--- src/rtl/spi_axil_pkg.sv ---
// Shared constants and state encodings for the SPI to AXI-Lite bridge.
package spi_axil_pkg;

  localparam logic [7:0] CMD_WR = 8'h00;
  localparam logic [7:0] CMD_RD = 8'h80;

  // Rising-edge counts at which each frame phase ends
  localparam logic [6:0] BITS_CMD      = 7'd8;
  localparam logic [6:0] BITS_ADDR     = 7'd24;
  localparam logic [6:0] BITS_TURN     = 7'd32;
  localparam logic [6:0] BITS_WR_FRAME = 7'd56;
  localparam logic [6:0] BITS_RD_FRAME = 7'd64;

  typedef enum logic [6:0] {
    IDLE  = 7'b0000001,
    CMD   = 7'b0000010,
    ADDR  = 7'b0000100,
    TURN  = 7'b0001000,
    WDATA = 7'b0010000,
    RDATA = 7'b0100000,
    DONE  = 7'b1000000
  } frame_state_e;

  typedef enum logic [4:0] {
    A_IDLE = 5'b00001,
    A_WR   = 5'b00010,
    A_B    = 5'b00100,
    A_AR   = 5'b01000,
    A_R    = 5'b10000
  } axi_state_e;

endpackage

--- src/rtl/spi_axil_master_if.sv ---
// AXI-Lite bus between the SPI bridge (master) and the downstream register slave.
interface spi_axil_master_if #(
  parameter int unsigned ADDR_W = 12
);
  logic [ADDR_W-1:0] awaddr;
  logic [2:0]        awprot;
  logic              awvalid;
  logic              awready;
  logic [31:0]       wdata;
  logic [3:0]        wstrb;
  logic              wvalid;
  logic              wready;
  logic [1:0]        bresp;
  logic              bvalid;
  logic              bready;
  logic [ADDR_W-1:0] araddr;
  logic [2:0]        arprot;
  logic              arvalid;
  logic              arready;
  logic [31:0]       rdata;
  logic [1:0]        rresp;
  logic              rvalid;
  logic              rready;

  modport master (
    output awaddr, awprot, awvalid, wdata, wstrb, wvalid, bready,
           araddr, arprot, arvalid, rready,
    input  awready, wready, bresp, bvalid, arready, rdata, rresp, rvalid
  );

  modport slave (
    input  awaddr, awprot, awvalid, wdata, wstrb, wvalid, bready,
           araddr, arprot, arvalid, rready,
    output awready, wready, bresp, bvalid, arready, rdata, rresp, rvalid
  );
endinterface

--- src/rtl/spi_sync_edge.sv ---
// Synchronizes the SPI pins into the AXI clock domain and flags sclk edges.
module spi_sync_edge #(
  parameter int unsigned SYNC_STAGES = 2
) (
  input  logic clk_i,
  input  logic rst_ni,
  input  logic sclk_i,
  input  logic csn_i,
  input  logic mosi_i,
  output logic csn_o,
  output logic mosi_o,
  output logic sclk_rise_o,
  output logic sclk_fall_o
);
  logic [SYNC_STAGES-1:0] sclk_q;
  logic [SYNC_STAGES-1:0] csn_q;
  logic [SYNC_STAGES-1:0] mosi_q;
  logic                   sclk_last_q;

  // Synchronizer chains plus one extra sclk flop for edge detection
  always_ff @(posedge clk_i or negedge rst_ni) begin
    if (!rst_ni) begin
      sclk_q      <= '0;
      csn_q       <= '1;
      mosi_q      <= '0;
      sclk_last_q <= 1'b0;
    end else begin
      sclk_q      <= {sclk_q[SYNC_STAGES-2:0], sclk_i};
      csn_q       <= {csn_q[SYNC_STAGES-2:0], csn_i};
      mosi_q      <= {mosi_q[SYNC_STAGES-2:0], mosi_i};
      sclk_last_q <= sclk_q[SYNC_STAGES-1];
    end
  end

  assign csn_o       = csn_q[SYNC_STAGES-1];
  assign mosi_o      = mosi_q[SYNC_STAGES-1];
  assign sclk_rise_o = sclk_q[SYNC_STAGES-1] & ~sclk_last_q;
  assign sclk_fall_o = ~sclk_q[SYNC_STAGES-1] & sclk_last_q;
endmodule

--- src/rtl/spi_axil_master.sv ---
// SPI mode-0 slave that turns each host frame into one AXI-Lite transaction.
module spi_axil_master
  import spi_axil_pkg::*;
#(
  parameter int unsigned SYNC_STAGES   = 2,
  parameter int unsigned ADDR_W        = 12,
  parameter logic [1:0]  RESP_ERR_MASK = 2'b10
) (
  input  logic               axil_aclk,
  input  logic               axil_aresetn,
  input  logic               spi_sclk,
  input  logic               spi_csn,
  input  logic               spi_mosi,
  output logic               spi_miso,
  spi_axil_master_if.master  m_axil,
  output logic               busy,
  output logic               err_sticky,
  input  logic               err_clr
);
  logic csn_s, mosi_s, sclk_rise, sclk_fall;

  spi_sync_edge #(.SYNC_STAGES(SYNC_STAGES)) u_sync (
    .clk_i       (axil_aclk),
    .rst_ni      (axil_aresetn),
    .sclk_i      (spi_sclk),
    .csn_i       (spi_csn),
    .mosi_i      (spi_mosi),
    .csn_o       (csn_s),
    .mosi_o      (mosi_s),
    .sclk_rise_o (sclk_rise),
    .sclk_fall_o (sclk_fall)
  );

  frame_state_e      fstate_q, fstate_d;
  logic [6:0]        cnt_q, cnt_d, cnt_next;
  logic [30:0]       sr_q, sr_d;
  logic [31:0]       frame_word;
  logic [7:0]        cmd_q, cmd_d;
  logic [ADDR_W-1:0] addr_q, addr_d;
  logic              launch_wr, launch_rd;

  axi_state_e        astate_q, astate_d;
  logic              aw_done_q, aw_done_d, w_done_q, w_done_d;
  logic [ADDR_W-1:0] awaddr_q, awaddr_d, araddr_q, araddr_d;
  logic [31:0]       wdata_q, wdata_d, rdata_q, rdata_d, msr_q, msr_d;
  logic              rdv_q, rdv_d, miso_q, miso_d, err_q, err_d, err_set;

  // Word as it stands including the bit sampled this cycle
  assign frame_word = {sr_q, mosi_s};
  assign cnt_next   = cnt_q + 7'd1;

  // State registers
  always_ff @(posedge axil_aclk or negedge axil_aresetn) begin
    if (!axil_aresetn) begin
      fstate_q  <= IDLE;
      cnt_q     <= '0;
      sr_q      <= '0;
      cmd_q     <= '0;
      addr_q    <= '0;
      astate_q  <= A_IDLE;
      aw_done_q <= 1'b0;
      w_done_q  <= 1'b0;
      awaddr_q  <= '0;
      araddr_q  <= '0;
      wdata_q   <= '0;
      rdata_q   <= '0;
      msr_q     <= '0;
      rdv_q     <= 1'b0;
      miso_q    <= 1'b0;
      err_q     <= 1'b0;
    end else begin
      fstate_q  <= fstate_d;
      cnt_q     <= cnt_d;
      sr_q      <= sr_d;
      cmd_q     <= cmd_d;
      addr_q    <= addr_d;
      astate_q  <= astate_d;
      aw_done_q <= aw_done_d;
      w_done_q  <= w_done_d;
      awaddr_q  <= awaddr_d;
      araddr_q  <= araddr_d;
      wdata_q   <= wdata_d;
      rdata_q   <= rdata_d;
      msr_q     <= msr_d;
      rdv_q     <= rdv_d;
      miso_q    <= miso_d;
      err_q     <= err_d;
    end
  end

  // Frame FSM: shift MOSI on rising edges and raise launch pulses at phase ends
  always_comb begin
    fstate_d  = fstate_q;
    cnt_d     = cnt_q;
    sr_d      = sr_q;
    cmd_d     = cmd_q;
    addr_d    = addr_q;
    launch_wr = 1'b0;
    launch_rd = 1'b0;
    if (csn_s) begin
      fstate_d = IDLE;
      cnt_d    = '0;
    end else if (fstate_q == IDLE) begin
      fstate_d = CMD;
    end else if (sclk_rise) begin
      cnt_d = cnt_next;
      sr_d  = frame_word[30:0];
      case (fstate_q)
        CMD: if (cnt_next == BITS_CMD) begin
          cmd_d    = frame_word[7:0];
          fstate_d = ADDR;
        end
        ADDR: if (cnt_next == BITS_ADDR) begin
          addr_d = frame_word[ADDR_W-1:0];
          if (cmd_q == CMD_RD) begin
            fstate_d  = TURN;
            launch_rd = 1'b1;
          end else if (cmd_q == CMD_WR) begin
            fstate_d = WDATA;
          end else begin
            fstate_d = DONE;
          end
        end
        TURN:  if (cnt_next == BITS_TURN) fstate_d = RDATA;
        WDATA: if (cnt_next == BITS_WR_FRAME) begin
          launch_wr = 1'b1;
          fstate_d  = DONE;
        end
        RDATA: if (cnt_next == BITS_RD_FRAME) fstate_d = DONE;
        default: ;
      endcase
    end
  end

  // AXI FSM, MISO shifter and sticky error
  always_comb begin
    astate_d  = astate_q;
    aw_done_d = aw_done_q;
    w_done_d  = w_done_q;
    awaddr_d  = awaddr_q;
    araddr_d  = araddr_q;
    wdata_d   = wdata_q;
    rdata_d   = rdata_q;
    rdv_d     = rdv_q;
    msr_d     = msr_q;
    miso_d    = miso_q;
    err_set   = 1'b0;

    if ((launch_wr || launch_rd) && (astate_q != A_IDLE)) err_set = 1'b1;

    case (astate_q)
      A_IDLE: begin
        if (launch_wr) begin
          astate_d  = A_WR;
          awaddr_d  = addr_q;
          wdata_d   = frame_word;
          aw_done_d = 1'b0;
          w_done_d  = 1'b0;
        end else if (launch_rd) begin
          astate_d = A_AR;
          araddr_d = frame_word[ADDR_W-1:0];
        end
      end
      A_WR: begin
        aw_done_d = aw_done_q | m_axil.awready;
        w_done_d  = w_done_q | m_axil.wready;
        if (aw_done_d && w_done_d) astate_d = A_B;
      end
      A_B: if (m_axil.bvalid) begin
        astate_d = A_IDLE;
        if ((m_axil.bresp & RESP_ERR_MASK) != 2'b00) err_set = 1'b1;
      end
      A_AR: if (m_axil.arready) astate_d = A_R;
      A_R: if (m_axil.rvalid) begin
        astate_d = A_IDLE;
        rdata_d  = m_axil.rdata;
        rdv_d    = 1'b1;
        if ((m_axil.rresp & RESP_ERR_MASK) != 2'b00) err_set = 1'b1;
      end
      default: astate_d = A_IDLE;
    endcase

    // Data from an earlier read must never be shifted out for a new read frame
    if (launch_rd) rdv_d = 1'b0;

    if (csn_s) begin
      miso_d = 1'b0;
    end else if (sclk_fall) begin
      if (fstate_q == RDATA && cnt_q == BITS_TURN) begin
        if (rdv_q) begin
          miso_d = rdata_q[31];
          msr_d  = {rdata_q[30:0], 1'b0};
        end else begin
          miso_d  = 1'b1;
          msr_d   = '1;
          err_set = 1'b1;
        end
      end else if (fstate_q == RDATA) begin
        miso_d = msr_q[31];
        msr_d  = {msr_q[30:0], 1'b0};
      end else begin
        miso_d = 1'b0;
      end
    end

    err_d = err_set ? 1'b1 : (err_clr ? 1'b0 : err_q);
  end

  assign m_axil.awaddr  = awaddr_q;
  assign m_axil.awprot  = 3'b000;
  assign m_axil.awvalid = (astate_q == A_WR) && !aw_done_q;
  assign m_axil.wdata   = wdata_q;
  assign m_axil.wstrb   = 4'hF;
  assign m_axil.wvalid  = (astate_q == A_WR) && !w_done_q;
  assign m_axil.bready  = (astate_q == A_B);
  assign m_axil.araddr  = araddr_q;
  assign m_axil.arprot  = 3'b000;
  assign m_axil.arvalid = (astate_q == A_AR);
  assign m_axil.rready  = (astate_q == A_R);
  assign spi_miso       = miso_q;
  assign busy           = (astate_q != A_IDLE);
  assign err_sticky     = err_q;
endmodule

--- src/flat_wrapper.sv ---
// flat-port wrapper written by rule: the top's interface ports become plain ports
module spi_axil_master_flat import spi_axil_pkg::*;
#(
  parameter int unsigned SYNC_STAGES   = 2,
  parameter int unsigned ADDR_W        = 12,
  parameter logic [1:0]  RESP_ERR_MASK = 2'b10
)
  (axil_aclk, axil_aresetn, spi_sclk, spi_csn, spi_mosi, spi_miso, busy, err_sticky, err_clr, m_axil_awaddr, m_axil_awprot, m_axil_awvalid, m_axil_wdata, m_axil_wstrb, m_axil_wvalid, m_axil_bready, m_axil_araddr, m_axil_arprot, m_axil_arvalid, m_axil_rready, m_axil_awready, m_axil_wready, m_axil_bresp, m_axil_bvalid, m_axil_arready, m_axil_rdata, m_axil_rresp, m_axil_rvalid);
  spi_axil_master_if #(.ADDR_W(ADDR_W)) m_axil_i ();
  input  logic axil_aclk;
  input  logic axil_aresetn;
  input  logic spi_sclk;
  input  logic spi_csn;
  input  logic spi_mosi;
  output logic spi_miso;
  output logic busy;
  output logic err_sticky;
  input  logic err_clr;
  output wire logic [$bits(m_axil_i.awaddr)-1:0] m_axil_awaddr;
  output wire logic [$bits(m_axil_i.awprot)-1:0] m_axil_awprot;
  output wire logic [$bits(m_axil_i.awvalid)-1:0] m_axil_awvalid;
  output wire logic [$bits(m_axil_i.wdata)-1:0] m_axil_wdata;
  output wire logic [$bits(m_axil_i.wstrb)-1:0] m_axil_wstrb;
  output wire logic [$bits(m_axil_i.wvalid)-1:0] m_axil_wvalid;
  output wire logic [$bits(m_axil_i.bready)-1:0] m_axil_bready;
  output wire logic [$bits(m_axil_i.araddr)-1:0] m_axil_araddr;
  output wire logic [$bits(m_axil_i.arprot)-1:0] m_axil_arprot;
  output wire logic [$bits(m_axil_i.arvalid)-1:0] m_axil_arvalid;
  output wire logic [$bits(m_axil_i.rready)-1:0] m_axil_rready;
  input wire logic [$bits(m_axil_i.awready)-1:0] m_axil_awready;
  input wire logic [$bits(m_axil_i.wready)-1:0] m_axil_wready;
  input wire logic [$bits(m_axil_i.bresp)-1:0] m_axil_bresp;
  input wire logic [$bits(m_axil_i.bvalid)-1:0] m_axil_bvalid;
  input wire logic [$bits(m_axil_i.arready)-1:0] m_axil_arready;
  input wire logic [$bits(m_axil_i.rdata)-1:0] m_axil_rdata;
  input wire logic [$bits(m_axil_i.rresp)-1:0] m_axil_rresp;
  input wire logic [$bits(m_axil_i.rvalid)-1:0] m_axil_rvalid;
  assign m_axil_awaddr = m_axil_i.awaddr;
  assign m_axil_awprot = m_axil_i.awprot;
  assign m_axil_awvalid = m_axil_i.awvalid;
  assign m_axil_wdata = m_axil_i.wdata;
  assign m_axil_wstrb = m_axil_i.wstrb;
  assign m_axil_wvalid = m_axil_i.wvalid;
  assign m_axil_bready = m_axil_i.bready;
  assign m_axil_araddr = m_axil_i.araddr;
  assign m_axil_arprot = m_axil_i.arprot;
  assign m_axil_arvalid = m_axil_i.arvalid;
  assign m_axil_rready = m_axil_i.rready;
  assign m_axil_i.awready = m_axil_awready;
  assign m_axil_i.wready = m_axil_wready;
  assign m_axil_i.bresp = m_axil_bresp;
  assign m_axil_i.bvalid = m_axil_bvalid;
  assign m_axil_i.arready = m_axil_arready;
  assign m_axil_i.rdata = m_axil_rdata;
  assign m_axil_i.rresp = m_axil_rresp;
  assign m_axil_i.rvalid = m_axil_rvalid;
  spi_axil_master #(.SYNC_STAGES(SYNC_STAGES), .ADDR_W(ADDR_W), .RESP_ERR_MASK(RESP_ERR_MASK)) u_core (.axil_aclk(axil_aclk), .axil_aresetn(axil_aresetn), .spi_sclk(spi_sclk), .spi_csn(spi_csn), .spi_mosi(spi_mosi), .spi_miso(spi_miso), .m_axil(m_axil_i), .busy(busy), .err_sticky(err_sticky), .err_clr(err_clr));
endmodule
--- config.mk ---
export PLATFORM = sky130hd
export DESIGN_NAME = spi_axil_master_flat
export DESIGN_NICKNAME = d
export VERILOG_FILES = /design/src/rtl/spi_axil_pkg.sv /design/src/rtl/spi_axil_master_if.sv /design/src/rtl/spi_sync_edge.sv /design/src/rtl/spi_axil_master.sv /design/src/flat_wrapper.sv
export SDC_FILE = /design/constraint.sdc
export NUM_CORES = 1
export LEC_CHECK = 0
export CORE_ASPECT_RATIO = 1.1
export CORE_UTILIZATION = 38
export DETAILED_ROUTE_END_ITERATION = 16
export SETUP_SLACK_MARGIN = 0.4
export SLEW_MARGIN = 15
export SYNTH_ARGS = -nofsm -noshare
export SYNTH_HDL_FRONTEND = slang
export SYNTH_SLANG_ARGS = --single-unit
--- constraint.sdc ---
create_clock -name axil_aclk -period 2.5 [get_ports axil_aclk]
set_input_delay 0.5 -clock axil_aclk [delete_from_list [all_inputs] [get_ports axil_aclk]]
set_output_delay 0.5 -clock axil_aclk [all_outputs]
set_load 0.005 [all_outputs]
==> impl_metrics.json <==
{
  "power_w": 0.00791,
  "overflow": 0,
  "numClockSinks": 202,
  "drtIter0Drc": 232,
  "grt_setup_unrepaired": "yes",
  "ys_types": 60,
  "whs_ns": 0.350,
  "skew_ns": 0.0280,
  "grt_max_degree": 67,
  "setup_viol": 0,
  "leakage_nw": 5.79,
  "start_util": 0.388,
  "avgSynthCellArea_um2": 12.8,
  "gp_congestion": 0.795,
  "std_cell_rows": 57,
  "die_h_um": 160,
  "endpoint_kind": "primary output",
  "grt_pass1_wl_um": 33600,
  "slew_headroom": 0.459,
  "clock_latency_ns": 0.53,
  "cp.arrival_ns": 1.86,
  "synthXorXnorAreaFrac": 0.00814,
  "post-route-drc-count": 0,
  "clkTransAtPathRegs_ns": 0.06,
  "startpoint_type": "flip-flop",
  "ir_worst_vdd_uv": 555,
  "period_minus_slack_ns": 2.36,
  "synth_cells": 670,
  "dp_hpwl_um": 11800,
  "die_area_um2": 23300,
  "stdcell_count": 1173,
  "cts_tree": "built",
  "synth_top_family_by_area": "multiplexers",
  "multi_input_area_um2": 3890,
  "clock_path_buffers": 3,
  "vias": 6012,
  "worst_pin_slew_ns": 0.810,
  "track_usage": 0.179,
  "synth_edf_count": 0,
  "numCtsBuffers": 24,
  "synth.area.mux_share": 0.198,
  "ys.flop_type": "dfrtp_1",
  "grt_util_met2": 0.286,
  "placedCellCount": 1058,
  "synthSimpleGateAreaFrac": 0.107,
  "n_antenna_cell": 0,
  "grt_pass1_vias": 6266,
  "met3_usage": 0.0509,
  "wl_um": 22100,
  "fmax_mhz": 424,
  "final_nets": 910,
  "min_path_type": "reg -> reg",
  "top_usage_layer": "met2",
  "antenna_found_initial": 0,
  "drtPass1Iterations": 5,
  "synth-async-reset-ratio": 1.00,
  "fin_tns_setup_ns": 0,
  "synth-compound-area-share": 0.0629,
  "status": "complete, no violations",
  "synthAdderAreaFrac": 0.00291,
  "seq_area_um2": 5070,
  "io_buffers": 108,
  "cap_viol_max_count": 0,
  "die_w_um": 146,
  "ios": 121,
  "power.density_nw_per_um2": 634,
  "synth_warnings": 0,
  "ys_seq_area_frac": 0.588,
  "htree_levels": 1,
  "critical_path.max_fanout": 3,
  "drive_gt1_frac": 0.407,
  "finalCritPeriodShare": 0.943,
  "syn2layout_area_growth_pct": 44.9,
  "via_per_inst": 5.13,
  "critPathKind": "reg -> out",
  "hold_viol": 0,
  "wl_per_cell_um": 18.8,
  "drt.antenna.violating_nets": 0,
  "slew_violations": 0,
  "critPathRequiredTime_ns": 2.00,
  "ctsRootBufferMaster": "clkbuf_16",
  "synth_seq_cells": 202,
  "fillerInstances": 1772,
  "core_area_um2": 22200,
  "netlist_area_um2": 8610,
  "met1_usage": 0.237
}
## placed cells by master (no fill, tap or decap), types with 3 or more instances in the layout
master / instances
dfrtp_1: 188
clkdlybuf4s50_1: 101
mux2_2: 73
mux2_4: 72
buf_4: 47
nand2_1: 40
o21ai_1: 35
or4_1: 31
o21ai_0: 30
clkbuf_16: 30
buf_6: 24
nor2_1: 19
buf_12: 13
a21oi_1: 10
conb_1: 10
dfrtp_2: 10
clkbuf_8: 9
nand3_1: 8
inv_1: 6
xor2_1: 6
buf_16: 6
nor2_4: 5
nand2_2: 5
clkbuf_1: 4
dfstp_2: 4
inv_2: 3
nor2_2: 3
nand4_1: 3
nor4_4: 3
nand2_4: 3
and2_1: 3
clkinv_2: 3
## metrics by stage
stage                util  cell area [um^2]  setup WS [ns]
detailed placement  0.457             10100          0.150
floorplan               -              8690          0.223
global placement    0.457             10100          0.164
CTS                 0.534             11900          0.199
finish              0.562             12500          0.141
global route        0.562             12500         0.0504
## cells by family after synthesis
family | Yosys count
muxes | 147
buffers and inverters | 56
AOI/OAI and AO/OA | 94
DFF | 202
xor gates and xnor gates | 8
other | 2
adders and majority gates | 2
and+or+nand+nor | 159
## worst paths after layout
path | slack [ns] | to | from | depth (start not counted)
worst min register to register | 0.35 | u_core.u_sync.sclk_q[1]$_DFF_PN0_ | u_core.u_sync.sclk_q[0]$_DFF_PN0_ | 0
min in group asynchronous | 0.48 | u_core.fstate_q[2]$_DFFE_PN0P_ | axil_aresetn | 2
max in group asynchronous | 1.27 | u_core.cmd_q[0]$_DFFE_PN0P_ | axil_aresetn | 3
worst max register to register | 0.20 | u_core.astate_q[0]$_DFFE_PN1P_ | u_core.astate_q[0]$_DFFE_PN1P_ | 13
worst max-delay path | 0.14 | m_axil_wvalid | u_core.astate_q[2]$_DFFE_PN0P_ | 6
worst min-delay path | 0.35 | u_core.u_sync.sclk_q[1]$_DFF_PN0_ | u_core.u_sync.sclk_q[0]$_DFF_PN0_ | 0
## Yosys cell counts, drive strengths merged (2+ instances only)
master | n | area [um^2]
a21oi | 11 | 58.8
a2111oi | 2 | 17.5
dfstp | 4 | 105
and2 | 3 | 18.8
mux2 | 147 | 1710
nor2b | 4 | 25.0
nand3 | 11 | 55.1
buf | 25 | 161
nor4 | 4 | 52.6
ha | 2 | 25.0
nand2b | 3 | 18.8
or4 | 33 | 251
xor2 | 6 | 52.6
o2bb2ai | 2 | 17.5
and4 | 3 | 26.3
nor2 | 27 | 101
o22ai | 3 | 18.8
o21ai | 66 | 330
inv | 9 | 33.8
xnor2 | 2 | 17.5
or3 | 2 | 12.5
nor3b | 2 | 15.0
dfrtp | 198 | 4950
clkbuf | 22 | 82.6
nand3b | 2 | 15.0
nor3 | 5 | 35.0
nand2 | 48 | 183
nand4 | 3 | 18.8
conb | 2 | 7.51
## power breakdown
group	leakage, nW	switching, W	internal, W
Sequential	2.76	0.000153	0.00337
Combinational	2.62	0.000361	0.000440
Clock	0.410	0.00137	0.00222
Total	5.79	0.00188	0.00603
## metal layers
metal  wire (um)  part of all wire  up-vias
met4         373             0.017        0
met3        1480             0.067       33
li1            -                 -     2763
met2       10600              0.48      183
met5           0                 0        -
met1        9550              0.43     3033
## worst max-delay path: stages (launching register included)
cell      delay [ns]
dfrtp_1         0.41
nor3_2          0.22
nand3b_1        0.18
buf_4           0.18
buf_6           0.10
nor2_2          0.08
buf_2           0.15
## registers in the layout, summed over array words and instances, names as in the netlist, 2 cells and up
| register | flops |
|---|---|
| u_core.addr_q | 12 |
| u_core.astate_q | 5 |
| u_core.m_axil.awaddr | 12 |
| u_core.m_axil.araddr | 12 |
| u_core.u_sync.csn_q | 2 |
| u_core.msr_q | 32 |
| u_core.u_sync.mosi_q | 2 |
| u_core.rdata_q | 32 |
| u_core.m_axil.wdata | 32 |
| u_core.fstate_q | 7 |
| u_core.cnt_q | 7 |
| u_core.sr_q | 31 |
| u_core.u_sync.sclk_q | 2 |
| u_core.cmd_q | 8 |
## area by class of cell
class,instances,share of cell area
clock buffer,36,0.0582
multi-input combinational,420,0.312
clock inverter,7,0.00903
timing repair buffer,204,0.182
tap,295,0.0296
sequential,202,0.407
inverter,9,0.00271
## what timing repair did
item / in CTS / in global routing
setup buffers: 40 / 16
pin swaps: 18 / 21
endpoints found under the hold margin: 35 / 0
resized for setup: 122 / 92
cloned: 8 / 7
endpoints found under the setup margin: 114 / 158
hold buffers: 1 / 0
Note: power is estimated with default switching activity, not from simulation.
